===== config.mk =====
export PLATFORM = sky130hd
export DESIGN_NAME = gate_net_input_encoder
export DESIGN_NICKNAME = d
export VERILOG_FILES = /design/src/rtl/gate_net_pkg.sv /design/src/rtl/gate_net_input_encoder_therm_slice.sv /design/src/rtl/gate_net_input_encoder.sv
export SDC_FILE = /design/constraint.sdc
export NUM_CORES = 1
export LEC_CHECK = 0
export CAP_MARGIN = 20
export CELL_PAD_IN_SITES_DETAIL_PLACEMENT = 1
export CELL_PAD_IN_SITES_GLOBAL_PLACEMENT = 2
export CORE_ASPECT_RATIO = 2
export CORE_MARGIN = 2
export CORE_UTILIZATION = 32
export DETAILED_ROUTE_END_ITERATION = 10
export PLACE_DENSITY = 0.74
export RECOVER_POWER = 50
export REMOVE_ABC_BUFFERS = 1
export SYNTH_ARGS = -nofsm -noshare
export SYNTH_HDL_FRONTEND = slang
export SYNTH_SLANG_ARGS = --single-unit

===== constraint.sdc =====
create_clock -name clk -period 2.75 [get_ports clk]
set_input_delay 0.275 -clock clk [delete_from_list [all_inputs] [get_ports clk]]
set_output_delay 0.275 -clock clk [all_outputs]
set_load 0.03 [all_outputs]

===== src/rtl/gate_net_pkg.sv =====
// Shared constants, state type and thermometer helper for the
// gate-network input encoder.
package gate_net_pkg;

  localparam int N_FEAT        = 49;
  localparam int BITS_PER_FEAT = 2;
  localparam int FEAT_W        = 8;
  localparam int FRAME_W       = N_FEAT * BITS_PER_FEAT;
  localparam int PROD_W        = FEAT_W + $clog2(BITS_PER_FEAT + 1);
  localparam int IDX_W         = $clog2(N_FEAT);

  typedef enum logic {
    FILL,
    HOLD_FULL
  } enc_state_e;

  // Bit k set when value*(B+1) >= (k+1)*2^FEAT_W, full-width compare.
  function automatic logic [BITS_PER_FEAT-1:0] therm_encode(
    input logic [FEAT_W-1:0] value
  );
    logic [PROD_W:0] prod;
    logic [PROD_W:0] thr;
    therm_encode = '0;
    prod = (PROD_W+1)'(value) * (PROD_W+1)'(BITS_PER_FEAT + 1);
    for (int k = 0; k < BITS_PER_FEAT; k++) begin
      thr = (PROD_W+1)'(k + 1) << FEAT_W;
      therm_encode[k] = (prod >= thr);
    end
  endfunction

endpackage


===== src/rtl/gate_net_input_encoder_therm_slice.sv =====
// Combinational thermometer slice: one feature sample to
// BITS_PER_FEAT monotone bits.
module gate_net_therm_slice
  import gate_net_pkg::*;
(
  input  logic [FEAT_W-1:0]        feat_i,
  output logic [BITS_PER_FEAT-1:0] bits_o
);

  assign bits_o = therm_encode(feat_i);

endmodule


===== src/rtl/gate_net_input_encoder.sv =====
// Streaming feature encoder: assembles thermometer-coded features
// into a frame, double buffered toward the classifier.
module gate_net_input_encoder
  import gate_net_pkg::*;
(
  input  logic               clk,
  input  logic               rst_n,
  input  logic               s_valid,
  output logic               s_ready,
  input  logic [FEAT_W-1:0]  s_feat,
  input  logic               s_last,
  output logic               m_valid,
  input  logic               m_ready,
  output logic [FRAME_W-1:0] m_bits,
  output logic               frame_err,
  output logic [15:0]        frame_cnt
);

  enc_state_e               state_q, state_d;
  logic [IDX_W-1:0]         idx_q, idx_d;
  logic [FRAME_W-1:0]       asm_q, asm_d;
  logic [FRAME_W-1:0]       out_q, out_d;
  logic                     vld_q, vld_d;
  logic [15:0]              cnt_q, cnt_d;
  logic                     err_q, err_d;

  logic [BITS_PER_FEAT-1:0] enc;
  logic [FRAME_W-1:0]       asm_wr;
  logic                     at_end;
  logic                     out_free;

  gate_net_therm_slice u_slice (
    .feat_i (s_feat),
    .bits_o (enc)
  );

  assign at_end   = (idx_q == IDX_W'(N_FEAT - 1));
  assign out_free = !vld_q || m_ready;

  always_comb begin
    asm_wr = asm_q;
    for (int i = 0; i < N_FEAT; i++) begin
      if (idx_q == IDX_W'(i)) begin
        asm_wr[i*BITS_PER_FEAT +: BITS_PER_FEAT] = enc;
      end
    end
  end

  always_comb begin
    state_d = state_q;
    idx_d   = idx_q;
    asm_d   = asm_q;
    out_d   = out_q;
    vld_d   = vld_q;
    cnt_d   = cnt_q;
    err_d   = 1'b0;
    if (vld_q && m_ready) begin
      vld_d = 1'b0;
    end
    unique case (state_q)
      FILL: begin
        if (s_valid) begin
          unique case (1'b1)
            s_last && at_end: begin
              idx_d = '0;
              if (out_free) begin
                out_d = asm_wr;
                vld_d = 1'b1;
                cnt_d = cnt_q + 16'd1;
                asm_d = '0;
              end else begin
                asm_d   = asm_wr;
                state_d = HOLD_FULL;
              end
            end
            s_last && !at_end,
            !s_last && at_end: begin
              // Resync: drop the partial frame, restart at feature 0.
              idx_d = '0;
              asm_d = '0;
              err_d = 1'b1;
            end
            !s_last && !at_end: begin
              asm_d = asm_wr;
              idx_d = idx_q + IDX_W'(1);
            end
            default: ;
          endcase
        end
      end
      HOLD_FULL: begin
        if (out_free) begin
          out_d   = asm_q;
          vld_d   = 1'b1;
          cnt_d   = cnt_q + 16'd1;
          asm_d   = '0;
          state_d = FILL;
        end
      end
      default: state_d = FILL;
    endcase
  end

  always_ff @(posedge clk or negedge rst_n) begin
    if (!rst_n) begin
      state_q <= FILL;
      idx_q   <= '0;
      asm_q   <= '0;
      out_q   <= '0;
      vld_q   <= 1'b0;
      cnt_q   <= '0;
      err_q   <= 1'b0;
    end else begin
      state_q <= state_d;
      idx_q   <= idx_d;
      asm_q   <= asm_d;
      out_q   <= out_d;
      vld_q   <= vld_d;
      cnt_q   <= cnt_d;
      err_q   <= err_d;
    end
  end

  assign s_ready   = (state_q == FILL);
  assign m_valid   = vld_q;
  assign m_bits    = out_q;
  assign frame_err = err_q;
  assign frame_cnt = cnt_q;

endmodule


==> metrics.md <==
| Metric | Value |
|---|---|
| Vias per cell | 5.540 |
| Static Leakage | 5.554 nW |
| NetSw | 0.001779 W |
| Crit end category | flop |
| Die Area | 34,560 um2 |
| Drt pass-1 iters | 4 |
| Commonest cells after routing, fill and taps aside | 221 x dfrtp_1, 163 x o21ai_0, 151 x nor2_1 |
| Fin. Hold Viols | 0 |
| Pwr dens | 517.0 nW/um2 |
| Clock Power Share | 0.434 |
| Synth Area in Compound Gates | 0.2298 |
| Most common cell after layout, fill and taps aside | dfrtp_1 |
| Worst Setup SP | idx_q[1] |
| Slowest stage delay, CP | 0.38 ns |
| Post-Synth Simple-Gate Area | 0.1662 |
| Internal power | 0.005086 W |
| Ys flop type | dfrtp_1 |
| Routed Antenna Nets | 0 |
| Worst-path fanout max | 27 |
| RR Startpoint | idx_q[1] |
| CTS tree | built |
| Mapped Area | 10,560 um2 |
| Reg2Reg Depth | 11 |
| Kind of critical path | reg2reg |
| Hold wc startpoint | frame_cnt[15] |
| Critical Path End | asm_q[16] |
| Combinational share of power | 0.088 |
| Maximum vdd drop | 0.3537 mV |
| FILL cells | 3,792 |
| Top post-synthesis cells by area | dfrtp_1 52%, o21ai_0 7.7%, nor2_1 5.4% |
| Gr usage total | 0.2138 |
| Die Wd | 132.5 um |
| Critical-path top delay cell | dfrtp_1 |
| XOR/XNOR Fraction of Synth Area | 0.01244 |
| Final setup vio count | 0 |
| Worst Skew | 0.008025 ns |
| Worst skew pair latency | 0.52 ns |
| Initial Utilization | 0.3230 |
| Yosys reg bits | 221 |
| Top cell by count, worst path | inv_1 |
| WP buf/inv | 3 |
| Area leader, netlist | dfrtp_1 |
| Sw Ratio | 0.2591 |
| Gp weighted congestion | 0.8038 |
| FFs w/ async S/R, synth | 1.000 |
| Rows | 94 |
| Synth Area in Adders | 0.01777 |
| Post-Syn Instances | 1,120 |
| Area grow syn2layout | 25.72% |
| Main combinational cell family by area after synthesis | compound AO/OA/AOI/OAI gates |
| Min Tclk post-route | 2.578 ns |
| Root Buffer | clkbuf_16 |
| Startpoint type of the worst setup path | flop |
| 1st-iter DRT viols | 411 |
| Final period util | 0.9375 |
| Die height | 260.9 um |
| Final #Nets | 1,255 |
| Initial antenna violation count | 0 |
| TNS Setup | 0 ns |
| Remaining global-route overflow | 0 |
| Num CTS Buffers | 23 |
| R2R setup slack | 0.17 ns |
| Share of cells above drive strength 1 | 0.07903 |
| Layout Utilization | 0.4061 |
| Core Footprint | 32,700 um2 |
| Vias in the first global route | 10,270 |
| Total wire length | 37.48 mm |
| Rel. slew slack | 0.01532 |
| Actual slew at the worst max-slew pin | 1.477 ns |
| CP Cell Sequence | inv_1 > ha_2 > nor2b_1 > and3_4 > inv_1 > ha_1 > mux2_2 > nand2_1 > buf_6 > o21ai_0 > a32o_1 |
| Worst path required time | 3.17 ns |
| Clk slew on worst S/H paths | 0.06 ns |
| I/O Pins | 130 |
| CTS Sinks | 221 |
| H-tree levels | 1 |
| EDFF count, synth | 0 |
| Hold Crit Class | reg2reg |
| Avg WL per Cell | 22.41 um |
| Post-synthesis mux area share | 0.002014 |
| Worst r2r dst | asm_q[16] |
| Avg Cell Area, Syn | 9.430 um2 |
| First-pass GRT wire length | 58.48 mm |
| Max_cap viols | 0 |
| Synth top area share | 0.5236 |
| Critical Path AT | 2.99 ns |
| Cell area after placement | 12,560 um2 |
| Detailed Place HPWL | 24.89 mm |
| FMAX | 387.9 MHz |
| Unique masters post-synth | 47 |
| Outcome | complete, no violations |
| Clk buf depth | 3 |
| Diodes inserted | 0 |
| Final Max Tran Viols | 0 |
| Buffers on Ports | 129 |
| Post-route cell area | 13,280 um2 |
| Levels on crit path | 11 |
| DR DRC count | 0 |
| Top delay family on crit path | simple AND/OR/NAND/NOR gates |
| Sequential Power Share | 0.477 |
| Via count | 9,263 |
| Syn. warnings | 0 |
| Seq/Total Area, Yosys | 0.5236 |
| Maximum number of pins on one net before global-route repair | 96 |
[timing repair]
item / CTS / global route
pin swaps: 0 / 1
resized for setup: 1 / 7
hold buffers: 1 / 0
hold endpoints to repair: 90 / 0
gates cloned: 0 / 1
setup buffers: 0 / 4
setup endpoints to repair: 2 / 143
[synthesized netlist by cell type, drive strengths merged, types with 2 or more instances]
cell type / instances
nor3: 51
o21ai: 203
o31ai: 2
a32o: 49
inv: 10
nand2b: 6
clkbuf: 54
nand4bb: 6
nand2: 124
a22oi: 49
nor2: 153
xor2: 5
nand4: 4
a221oi: 2
and3: 7
nand3: 13
or2: 3
dfrtp: 221
ha: 15
a21oi: 5
nor2b: 6
a21o: 2
nand3b: 6
a22o: 49
and2: 3
xnor2: 10
or4b: 5
buf: 47
[area by class of cell]
class / instances / area, um2 / area share
clock buffer: 36 / 664.4 / 0.05004
timing repair buffer: 183 / 1914 / 0.1442
clock inverter: 2 / 16.27 / 0.001225
inverter: 10 / 37.54 / 0.002827
sequential: 221 / 5530 / 0.4165
multi-input combinational: 788 / 4574 / 0.3445
tap: 432 / 540.5 / 0.04071
[sequential cells by signal (all words and copies together), names as in the netlist]
register / flops
frame_err: 1
idx_q: 6
state_q: 1
m_bits: 98
frame_cnt: 16
asm_q: 98
m_valid: 1
[how the worst min path moves through the flow]
stage	slack, ns	cells past startpoint	end
after global placement	0.38	1	m_bits[15]
after floorplan	-0.02	0	asm_q[0]
after detailed placement	0.39	1	m_bits[15]
after CTS	0.42	2	m_bits[7]
final	0.48	1	frame_cnt[15]
after global routing	0.51	1	asm_q[56]
[power by group through the flow]
stage | sequential, W | clock, W | combinational, W
after floorplan | 0.00334 | 0 | 0.000245
after global placement | 0.00334 | 0 | 0.000615
after detailed placement | 0.00334 | 0 | 0.000620
after CTS | 0.00328 | 0.00306 | 0.000623
after global routing | 0.00328 | 0.00317 | 0.000657
final | 0.00328 | 0.00298 | 0.000606
[routing by layer]
| layer | track usage | share of wire | vias to the layer above | wire [um] |
|---|---|---|---|---|
| met5 | 0 | 0 | - | 0 |
| met4 | 0.09498 | 0.039 | 0 | 1468 |
| met3 | 0.02098 | 0.027 | 83 | 1020 |
| met2 | 0.4188 | 0.56 | 203 | 20900 |
| met1 | 0.2286 | 0.38 | 4755 | 14090 |
| li1 | - | - | 4222 | - |
[per-stage QoR]
stage          std cells  total power [W]  hold WS (ns)  setup slack (ns)
2_1_floorplan       1019         0.003586      -0.02059            -2.194
3_3_place_gp        1628         0.003951        0.3841           0.03722
3_5_place_dp        1628         0.003957        0.3883         -0.005777
4_1_cts             1667         0.006963        0.4239          0.006140
5_1_grt             1672         0.007103        0.5124         -0.003869
6_report            1672         0.006865        0.4776            0.1719
[worst reg2reg max path, cell delays in order (launching register included)]
cell	delay (ns)
dfrtp_1	0.38
inv_1	0.10
ha_2	0.20
nor2b_1	0.18
and3_4	0.25
inv_1	0.05
ha_1	0.20
mux2_2	0.27
nand2_1	0.12
buf_6	0.25
o21ai_0	0.19
a32o_1	0.27
[cell families (layout without fill, tap and decap cells)]
kind of cell             after synthesis  count (layout)
buffers and inverters                111             231
AO/OA/AOI/OAI                        364             364
multiplexers                           2               2
flip-flops                           221             221
XOR/XNOR                              15              15
AND/OR/NAND/NOR                      392             392
adder cells (fa/ha/maj)               15              15
Note: power is estimated with default switching activity, not from simulation.
